--- config.mk ---
export PLATFORM = sky130hd
export DESIGN_NAME = wbuf_drain
export DESIGN_NICKNAME = d
export VERILOG_FILES = /design/src/rtl/wbuf_drain.sv
export SDC_FILE = /design/constraint.sdc
export NUM_CORES = 1
export LEC_CHECK = 0
export ABC_AREA = 1
export CORE_ASPECT_RATIO = 1.1
export CORE_MARGIN = 2
export CORE_UTILIZATION = 44
export DETAILED_ROUTE_END_ITERATION = 10
export HOLD_SLACK_MARGIN = 0.08
export PLACE_DENSITY = 0.89
export SLEW_MARGIN = 20
export SYNTH_ARGS = -nofsm -noshare
export SYNTH_HDL_FRONTEND = slang
export SYNTH_SLANG_ARGS = --single-unit
--- constraint.sdc ---
create_clock -name clk -period 1.99 [get_ports clk]
set_clock_uncertainty 0.1 [all_clocks]
set_input_delay 0.4975 -clock clk [delete_from_list [all_inputs] [get_ports clk]]
set_output_delay 0.4975 -clock clk [all_outputs]
set_load 0.01 [all_outputs]
--- src/rtl/wbuf_drain.sv ---
// wbuf_drain: read-side consumer of the store FIFO.
//
// This block pops queued stores {addr, strb, data} from the FIFO and
// issues them one at a time on a write request channel. Only one write
// may be outstanding at a time. The idle output tells SYNC and uncached
// loads when the buffer is fully drained.
//
// Optional feature: `WBUF_DRAIN_MERGE_EN
//   When defined, the COLLECT state and the merge counter are compiled in.
//   Consecutive stores to the same word are coalesced into one write, up
//   to MERGE_MAX entries. When undefined, each FIFO entry becomes exactly
//   one write.
//
// Ports:
//   clk, reset    clock and synchronous active-high reset
//   drain_en      allows new entries to be popped; never aborts an in-flight write
//   fifo_empty    FIFO empty flag
//   fifo_data     FIFO head {addr[ADDR_W-1:0], strb[3:0], data[31:0]}
//   fifo_read     pop strobe; the FIFO advances on the same edge
//   wr_req        write request valid (state REQ)
//   wr_addr       word-aligned write address
//   wr_data       write data
//   wr_strb       byte enables
//   wr_ack        request accepted; only looked at in REQ
//   wr_done       write response; only looked at in RESP
//   idle          fifo_empty & state==IDLE
module wbuf_drain #(
  parameter int ADDR_W    = 32,
  parameter int MERGE_MAX = 4
) (
  input  logic              clk,
  input  logic              reset,
  input  logic              drain_en,
  input  logic              fifo_empty,
  input  logic [ADDR_W+35:0] fifo_data,
  output logic              fifo_read,
  output logic              wr_req,
  output logic [ADDR_W-1:0] wr_addr,
  output logic [31:0]       wr_data,
  output logic [3:0]        wr_strb,
  input  logic              wr_ack,
  input  logic              wr_done,
  output logic              idle
);

  localparam logic [3:0] MMAX = 4'(MERGE_MAX);

  typedef enum logic [1:0] {
    IDLE    = 2'd0,
    REQ     = 2'd1,
    RESP    = 2'd2
`ifdef WBUF_DRAIN_MERGE_EN
    ,
    COLLECT = 2'd3
`endif
  } state_t;

  // State entered after a fresh capture.
`ifdef WBUF_DRAIN_MERGE_EN
  localparam state_t FILL = COLLECT;
`else
  localparam state_t FILL = REQ;
`endif

  // Split the FIFO head into fields. Only the word address matters here,
  // because the bus address is always word aligned.
  logic [ADDR_W-3:0] head_word;
  logic [3:0]        head_strb;
  logic [31:0]       head_data;
  assign head_word = fifo_data[ADDR_W+35:38];
  assign head_strb = fifo_data[35:32];
  assign head_data = fifo_data[31:0];

  state_t            state, state_nxt;
  logic [ADDR_W-3:0] h_word;
  logic [31:0]       h_data;
  logic [3:0]        h_strb;
  logic              can_pop;
  logic              load;    // fresh capture into an empty holding register
  logic              merge;   // fold the head into the held entry
  logic              merge_ok;

  assign can_pop = drain_en & ~fifo_empty;

`ifdef WBUF_DRAIN_MERGE_EN
  logic [3:0]  cnt;
  logic [31:0] mrg_data;

  assign merge_ok = can_pop & (head_word == h_word) & (cnt < MMAX);

  // Byte-wise overlay: a newer store wins on every byte it enables.
  for (genvar i = 0; i < 4; i++) begin : g_byte
    assign mrg_data[8*i +: 8] = head_strb[i] ? head_data[8*i +: 8] : h_data[8*i +: 8];
  end

  always_ff @(posedge clk) begin
    if (reset)      cnt <= 4'd0;
    else if (load)  cnt <= 4'd1;
    else if (merge) cnt <= cnt + 4'd1;
  end

  logic unused_bits;
  assign unused_bits = ^fifo_data[37:36];
`else
  assign merge_ok = 1'b0;

  logic unused_bits;
  assign unused_bits = ^{fifo_data[37:36], MMAX, merge_ok};
`endif

  always_comb begin
    state_nxt = state;
    load      = 1'b0;
    merge     = 1'b0;
    case (state)
      IDLE: begin
        if (can_pop) begin
          load      = 1'b1;
          state_nxt = FILL;
        end
      end
`ifdef WBUF_DRAIN_MERGE_EN
      COLLECT: begin
        if (merge_ok) merge     = 1'b1;
        else          state_nxt = REQ;
      end
`endif
      REQ: begin
        if (wr_ack) state_nxt = RESP;
      end
      RESP: begin
        // When the response arrives, pop the next entry in the same cycle
        // so back-to-back writes do not pass through IDLE.
        if (wr_done) begin
          if (can_pop) begin
            load      = 1'b1;
            state_nxt = FILL;
          end else begin
            state_nxt = IDLE;
          end
        end
      end
      default: state_nxt = IDLE;
    endcase
  end

  always_ff @(posedge clk) begin
    if (reset) begin
      state  <= IDLE;
      h_word <= '0;
      h_data <= '0;
      h_strb <= '0;
    end else begin
      state <= state_nxt;
      if (load) begin
        h_word <= head_word;
        h_data <= head_data;
        h_strb <= head_strb;
      end
`ifdef WBUF_DRAIN_MERGE_EN
      else if (merge) begin
        h_data <= mrg_data;
        h_strb <= h_strb | head_strb;
      end
`endif
    end
  end

  // Suppress the pop while reset is asserted. Otherwise the FIFO could
  // advance while the state register is being cleared.
  assign fifo_read = (load | merge) & ~reset;
  assign wr_req    = (state == REQ);
  assign wr_addr   = {h_word, 2'b00};
  assign wr_data   = h_data;
  assign wr_strb   = h_strb;
  assign idle      = fifo_empty & (state == IDLE);

endmodule
**Yosys cells after proc, flatten, opt, wreduce, memory -nomap -nowiden**

Cells that the tools add are included.

- Output and inout port bits: 71
- Bits of input ports: 74
- Flip-flop bits (word level): 68
- Logic and storage cells: 24

- Mux-type cells: 8
- Equal/unequal tests: 5
- Bitwise operators: 5
- Reduce and logical (&&, ||, !) cells: 2

Operator list:

| kind | count |
|---|---|
| 2-bit two-way mux | 3 |
| 2-bit one-hot mux with 3 select lines | 1 |
| 2-bit inequality test, second input constant | 2 |
| 1-bit AND | 3 |
| 1-bit two-way mux | 3 |
| 3-bit AND reduction | 1 |
| 2-bit by 1-bit equality test with 1-bit output, second input constant | 1 |
| 2-bit equality test, second input constant | 1 |
| 2-bit logical NOT | 1 |
| 2-bit by 1-bit inequality test with 1-bit output, second input constant | 1 |
| 1-bit inverter | 2 |
| 1-bit one-hot mux with 2 select lines | 1 |

**Logic depth before layout (Yosys ltp)**

Gate-level depths: netlist of the first run.

- Depth in word-level cells: 6
- Depth in mapped cells: 8
- Depth with buffers taken out: 6

**Worst setup path before layout of the first run**

OpenSTA, ideal clock, no wires.

- Kind: input-to-output
- From: input wr_done
- To: output fifo_read
- Data required time: 1392 ps
- Path buffers: 1
- Stages: 5
- Slack: 206 ps
- Arrival: 1186 ps
- Path through: inv_1 -> nand2_2 -> clkbuf_1 -> nand3_1 -> nor2_1

- Longest elaborated chain between the ends: 3

RTL lines:

| element | RTL line | source |
|---|---|---|
| start: declaration | 42 | `input logic wr_done,` |
| 1-bit two-way mux | 134 | `if (wr_done) begin` |
| 1-bit one-hot mux with 2 select lines | 115 | `case (state)` |
| 1-bit AND | 171 | `assign fifo_read = (load \| merge) & ~reset;` |
| end: declaration | 36 | `output logic fifo_read,` |

Every way passes these cells.

**Worst setup path in the final report of the first run**

- From: register h_data[29] (netlist: wr_data[29])
- To: output wr_data[29]

RTL lines:

| element | RTL line | source |
|---|---|---|
| start: declaration | 76 | `logic [31:0] h_data;` |
| start signal: assignment | 157 | `h_data <= head_data;` |
| end: declaration | 39 | `output logic [31:0] wr_data,` |

No word-level cell between the ends.

==> key figures, run 1 <==
Setup path
  • CP startpoint kind: flip-flop
  • Critical Path AT: 1.25 ns
  • Critical Path RT: roughly 1.4 ns
  • CP Max Fanout: 2
  • Max stage delay on crit path: 0.57 ns
  • CP Capture Type: primary output
  • Crit path kind: reg -> out
  • Slowest stage cell, crit path: clkdlybuf4s50_1
  • Worst path bufs/invs: 1
  • CP cell instances: clkdlybuf4s50_1
  • Delay-heaviest family, CP: buffers and inverters

STA
  • Min Hold Slack: 0.381 ns
  • Tightest Pin Transition: 0.627 ns
  • Unrepaired setup endpoints after global routing: no
  • Slew Viols, Final: 0
  • Ratio of final minimum period to clock period: 92.9%
  • Hold Vio Cnt, Final: 0
  • FMAX: 0.541 GHz
  • Slew headroom: 58.2%
  • Final Setup Violations: 0
  • Tmin final: about 1.8 ns

Route
  • Routed wl met2: 4320 microns
  • Post-route DRC: 0
  • Via-to-Cell Ratio: 4.97
  • DR top layer: met4
  • DR WL/cell: 13.1 microns
  • Met3 routed WL: 748 microns
  • Drt first pass iters: 4
  • Met1 WL: 3610 microns
  • ANT nets after route: 0
  • Total routed wirelength: 8820 microns
  • First DRT Iteration DRCs: 150
  • Routed via count: 3,334

Final layout
  • Area overhead of the layout relative to synthesis: 54.1%
  • FF/Latch Area: about 0.0014 sq mm
  • Fin util: 70.9%
  • Share of cells above drive strength 1: 6.45%
  • Commonest cells after routing, fill and taps aside: nor2_1, clkdlybuf4s50_1, inv_1, nand2_1, dfxtp_1
  • Ant diodes: 0
  • Fill cell count: 503
  • Fin cells: 671
  • Nets: 658
  • Multi-input gate area: 0.00125 sq mm

Yosys
  • Sequential element share of the synthesized area: 44.4%
  • FF+latch count, synth: 68
  • Mapped Cells: 456
  • Avg Inst Size Synth: 6.73 sq um
  • Synth warn: 0
  • Synth cell types: 19
  • Post-Syn Area: 0.00307 sq mm

Die
  • CORE AREA: 0.00667 sq mm
  • Die height: 91.6 microns
  • Die X: 83.6 microns
  • Starting Density: 46.0%
  • Io pins: 145
  • Core Rows: 31
  • Die area: 0.00766 sq mm

Pwr
  • Reg power frac: between 40% and 50%
  • PwrDens: 736 mW/mm^2
  • Sw Pwr: slightly below 900 uW
  • Pint: 2590 uW
  • Combinational group share of total power: 20.8%
  • Clk network pwr share: 35.9%
  • Lkg Pwr: about 0.0022 uW
  • Switching share of power: 25.5%
  • Max IR drop VDD: 539 uV

GRT
  • Vias in the first global route: 3,057
  • Remaining Overflow, GRT: 0
  • Antenna violations before repair: 0
  • Total global-route track usage: about 23%
  • Pin count of the biggest net entering global routing: 67
  • First-pass GRT wire length: approximately 14,000 microns

Place
  • Port Buffers: 140
  • Hpwl dp: between 6000 and 7000 microns
  • Placed insts: 655
  • Placer congestion estimate: 0.814

Clocking
  • Clk root buf: clkbuf_8
  • Clock Sinks: 68
  • TritonCTS clock tree: done
  • H-Tree Depth: 3
  • Num CTS Buffers: 9
  • Clk_lat worst skew: 0.33 ns
  • Reg clk slew, reported paths: about 0.070 ns
  • Bufs on Longest Clock Path: 2

Job
  • Max cap viols: 0

Status
  • Status: complete, no violations

Worst hold path
  • Hold Crit Class: reg -> reg
==> synthesized netlist by cell type, drive strengths merged <==
| library cell | n | area [sq um] |
|---|---|---|
| nand4 | 66 | 413 |
| nor2 | 136 | 521 |
| nand2 | 70 | 265 |
| nor3 | 1 | 5.00 |
| buf | 31 | 178 |
| clkbuf | 6 | 22.5 |
| conb | 1 | 3.75 |
| inv | 73 | 274 |
| a21oi | 2 | 10.0 |
| dfxtp | 68 | 1360 |
| nand3 | 2 | 15.0 |
==> state kept, by name, summed over array words and instances, names as in the netlist <==
name,count
h_word,30
wr_data,32
wr_strb,4
state,2
==> repair_timing <==
| action | 4_1_cts | 5_1_grt |
|---|---|---|
| setup endpoints to repair | 3 | 46 |
| hold buffers | 0 | 0 |
| setup buffers | 0 | 0 |
| resized for setup | 10 | 3 |
| hold endpoints to repair | 0 | 0 |
| pin swaps | 0 | 3 |
==> power by group through the flow <==
| stage | Clock (uW) | Sequential [uW] | Combinational (uW) |
|---|---|---|---|
| floorplan | 0 | 1580 | 285 |
| global placement | 0 | 1530 | 706 |
| detailed placement | 0 | 1540 | 725 |
| CTS | 1260 | 1510 | 727 |
| global route | 1320 | 1520 | 790 |
| finish | 1250 | 1510 | 723 |
==> cell families (layout without fill, tap and decap cells) <==
family | after synthesis | after routing | synth area share [%]
AND/OR/NAND/NOR | 275 | 275 | 39.7
buffers and inverters | 110 | 242 | 15.5
flip-flops | 68 | 68 | 44.4
AO/OA/AOI/OAI | 2 | 2 | 0.326
other | 1 | 2 | 0.122
==> layout make-up <==
type / instances / area share (%)
clock buffer: 12 / 3.07
multi-input combinational: 279 / 26.4
tap: 82 / 2.17
clock inverter: 4 / 1.53
inverter: 73 / 5.80
sequential: 68 / 28.8
timing repair buffer: 153 / 32.3
==> metrics by stage <==
step / TNS (ns) / worst slack, ns / area [sq um] / total power (uW)
6_report: 0 / 0.141 / 4730 / 3480
5_1_grt: 0 / 0.0619 / 4730 / 3630
4_1_cts: -0.0626 / -0.0626 / 4720 / 3500
3_5_place_dp: -19.01 / -0.496 / 4500 / 2260
3_3_place_gp: -16.29 / -0.490 / 4500 / 2240
2_1_floorplan: 0 / 0.206 / 3070 / 1860
==> path summary, 6_finish.rpt <==
check | to | cells after the start | from | slack (ns)
max reg2reg | wr_data[18] | 7 | state[0] | 0.30
min | h_word[27] | 2 | h_word[27] | 0.38
max | wr_data[29] | 1 | wr_data[29] | 0.14
min reg2reg | h_word[27] | 2 | h_word[27] | 0.38
==> metal layers <==
layer / global-route usage [%] / vias up
met5: 0 / -
met3: 5.27 / 14
met2: 38.7 / 154
met1: 28.4 / 1507
met4: 9.14 / 0
li1: - / 1659
No activity file was read; power rests on OpenSTA's default activity.
==> run 2: changes to the inputs <==
--- a/config.mk
+++ b/config.mk
@@ -12,6 +12,7 @@
 export DETAILED_ROUTE_END_ITERATION = 10
 export HOLD_SLACK_MARGIN = 0.08
 export PLACE_DENSITY = 0.89
+export SETUP_SLACK_MARGIN = 0.15
 export SLEW_MARGIN = 20
 export SYNTH_ARGS = -nofsm -noshare
 export SYNTH_HDL_FRONTEND = slang
==> run 2 against run 1 <==
  * Utilization up 2.4 points
  * Final area increased by 3.4%
  * Power down 0.28%
  * Maximum frequency is 1.8% higher
  * Count of clock-buffer cells in the layout did not move
  * Worst hold slack lost 0.0052 ns
  * Sequential power about the same
  * Global-route usage up 0.53 points
  * Register-to-register slack worse by 0.03 ns
  * Critical path type unchanged
==> key figures, run 2 (synthesized netlist as in run 1, its figures left out) <==
Pwr
  • Lkg Pwr: 0.00299 uW (+35%)
  • Max IR drop VDD: 538 uV (-0.22%)
  • Sw Pwr: 888 uW (+0.11%)
  • Pint: 2580 uW (-0.41%)
  • Reg power frac: 43.4% (about the same)
  • Total Power: 3470 uW (-0.28%)
  • PwrDens: 709 mW/mm^2 (-3.6%)
  • Switching share of power: 25.6% (+0.098 points)
  • Combinational group share of total power: 20.7% (about the same)
  • Clk network pwr share: 35.9% (about the same)

Die
  • Io pins: 145 (unchanged)
  • Die X: 83.6 microns (unchanged)
  • CORE AREA: 0.00667 sq mm (unchanged)
  • Die area: 0.00766 sq mm (unchanged)
  • Core Rows: 31 (unchanged)
  • Die height: 91.6 microns (unchanged)
  • Starting Density: 46.0% (unchanged)

Setup path
  • Slowest stage cell, crit path: clkdlybuf4s50_1
  • CP cell instances: clkdlybuf4s50_1
  • Delay-heaviest family, CP: buffers and inverters
  • CP Max Fanout: 2 (unchanged)
  • Max stage delay on crit path: 0.55 ns (-0.02 ns)
  • Critical Path RT: 1.39 ns (about the same)
  • Critical Path AT: 1.22 ns (-0.03 ns)
  • Slack of the worst reg-to-reg path: 0.27 ns (-0.03 ns)
  • Worst R2R End: wr_data[18]
  • Worst r2r src: state[0]
  • Worst path bufs/invs: 1 (unchanged)
  • Crit path kind: reg -> out
  • CP Capture Type: primary output
  • Path depth of the worst reg2reg path: 7 (unchanged)
  • CP startpoint kind: flip-flop

STA
  • Worst setup margin: 0.173 ns (+0.0322 ns)
  • FMAX: 0.550 GHz (+1.8%)
  • Tightest Pin Transition: 0.645 ns (+0.0178 ns)
  • Hold Vio Cnt, Final: 0 (unchanged)
  • Unrepaired setup endpoints after global routing: no
  • Min Hold Slack: 0.376 ns (-0.00517 ns)
  • Ratio of final minimum period to clock period: 91.3% (-1.6 points)
  • Slew headroom: 57.0% (-1.2 points)
  • Final setup TNS: 0 ns (unchanged)
  • Slew Viols, Final: 0 (unchanged)
  • Tmin final: 1.82 ns (-0.0322 ns)
  • Final Setup Violations: 0 (unchanged)

Worst hold path
  • Worst Hold Path EP: h_word[27]
  • Hold_sp: h_word[27]
  • Hold Crit Class: reg -> reg
  • Hold path depth: 2 (unchanged)

Place
  • Placer congestion estimate: 0.814 (unchanged)
  • Placed insts: 655 (unchanged)
  • Port Buffers: 140 (unchanged)
  • Place WS: -0.496 ns (unchanged)
  • Hpwl dp: 6130 microns (unchanged)

Final layout
  • Area overhead of the layout relative to synthesis: 59.4%
  • Flip-flop count of the largest register after layout: 32 (unchanged)
  • Fin cells: 679 (+1.2%)
  • Ant diodes: 0 (unchanged)
  • Commonest cells after routing, fill and taps aside: nor2_1, clkdlybuf4s50_1, nand2_1
  • Commonest non-fill, non-tap cell in the layout: nor2_1
  • Nets: 666 (+1.2%)
  • Share of cells above drive strength 1: 8.38% (+1.9 points)

Route
  • Via-to-Cell Ratio: 4.95 (-0.47%)
  • DR WL/cell: 13.5 microns (+2.6%)
  • First DRT Iteration DRCs: 152 (+1.3%)
  • Total routed wirelength: 9150 microns (+3.8%)
  • ANT nets after route: 0 (unchanged)
  • Drt first pass iters: 4 (unchanged)
  • Routed via count: 3,358 (+0.72%)
  • Post-route DRC: 0 (unchanged)

Clocking
  • Hold buffer count at cts: 0 (unchanged)
  • H-Tree Depth: 3 (unchanged)
  • Clk root buf: clkbuf_8
  • Clk_lat worst skew: 0.33 ns (about the same)
  • TritonCTS clock tree: done
  • Num CTS Buffers: 9 (unchanged)
  • Bufs on Longest Clock Path: 2 (unchanged)
  • Reg clk slew, reported paths: 0.07 ns (about the same)
  • Clock Sinks: 68 (unchanged)

Job
  • Max cap viols: 0 (unchanged)

GRT
  • First-pass GRT wire length: 14,700 microns (+2.1%)
  • Vias in the first global route: 3,131 (+2.4%)
  • Pin count of the biggest net entering global routing: 67 (unchanged)
  • Total global-route track usage: 23.5% (+0.53 points)
  • Antenna violations before repair: 0 (unchanged)
  • Remaining Overflow, GRT: 0 (unchanged)

Status
  • Status: complete, no violations
==> run 2: cell types whose count changed in the layout (fill, tap and decap cells not counted), sizes merged <==
| cell | before | now |
|---|---|---|
| buf | 14 | 23 |
| clkbuf | 12 | 13 |
| clkdlybuf4s15 | 1 | 2 |
| clkdlybuf4s50 | 134 | 84 |
| dlygate4sd2 | 2 | 4 |
| dlymetal6s2s | 2 | 47 |
==> run 2: layout make-up <==
cell class                 count  area [sq um]
multi-input combinational    279          1250
timing repair buffer         161          1690
tap                           82           103
clock buffer                  12           145
sequential                    68          1360
clock inverter                 4          72.6
inverter                      73           274
fill                         489          1780
==> run 2: metrics by stage <==
step | utilization (%) | cell area (sq um)
2_1_floorplan | - | 3070
3_3_place_gp | 67.5 | 4500
3_5_place_dp | 67.5 | 4500
4_1_cts | 71.5 | 4770
5_1_grt | 73.3 | 4890
6_report | 73.3 | 4890
==> run 2: metal layers <==
metal	part of all wire, %	global-route usage [%]	routed length, microns
met1	40	28.7	3700
met4	1.8	9.54	166
met3	8.3	5.55	757
met5	0	0	0
met2	50	39.8	4530
==> run 2: power groups by stage <==
stage | logic (uW) | clock network, uW | registers (uW)
global route | 785 | 1320 | 1520
CTS | 736 | 1260 | 1510
finish | 719 | 1240 | 1510
global placement | 706 | 0 | 1530
floorplan | 285 | 0 | 1580
detailed placement | 725 | 0 | 1540
==> run 2: worst max-delay path by stage <==
| stage | start | end | depth (start not counted) |
|---|---|---|---|
| 6_report | wr_data[1] | wr_data[1] | 1 |
| 5_1_grt | wr_data[30] | wr_data[30] | 1 |
| 4_1_cts | wr_data[6] | wr_data[6] | 1 |
| 3_5_place_dp | drain_en | fifo_read | 6 |
| 3_3_place_gp | drain_en | fifo_read | 6 |
| 2_1_floorplan | wr_done | fifo_read | 5 |
==> run 2: what timing repair did <==
| action | in CTS | in global routing |
|---|---|---|
| pin swaps | 3 | 2 |
| endpoints found under the hold margin | 0 | 0 |
| endpoints found under the setup margin | 68 | 66 |
| setup buffers | 8 | 0 |
| gates resized for setup | 20 | 51 |
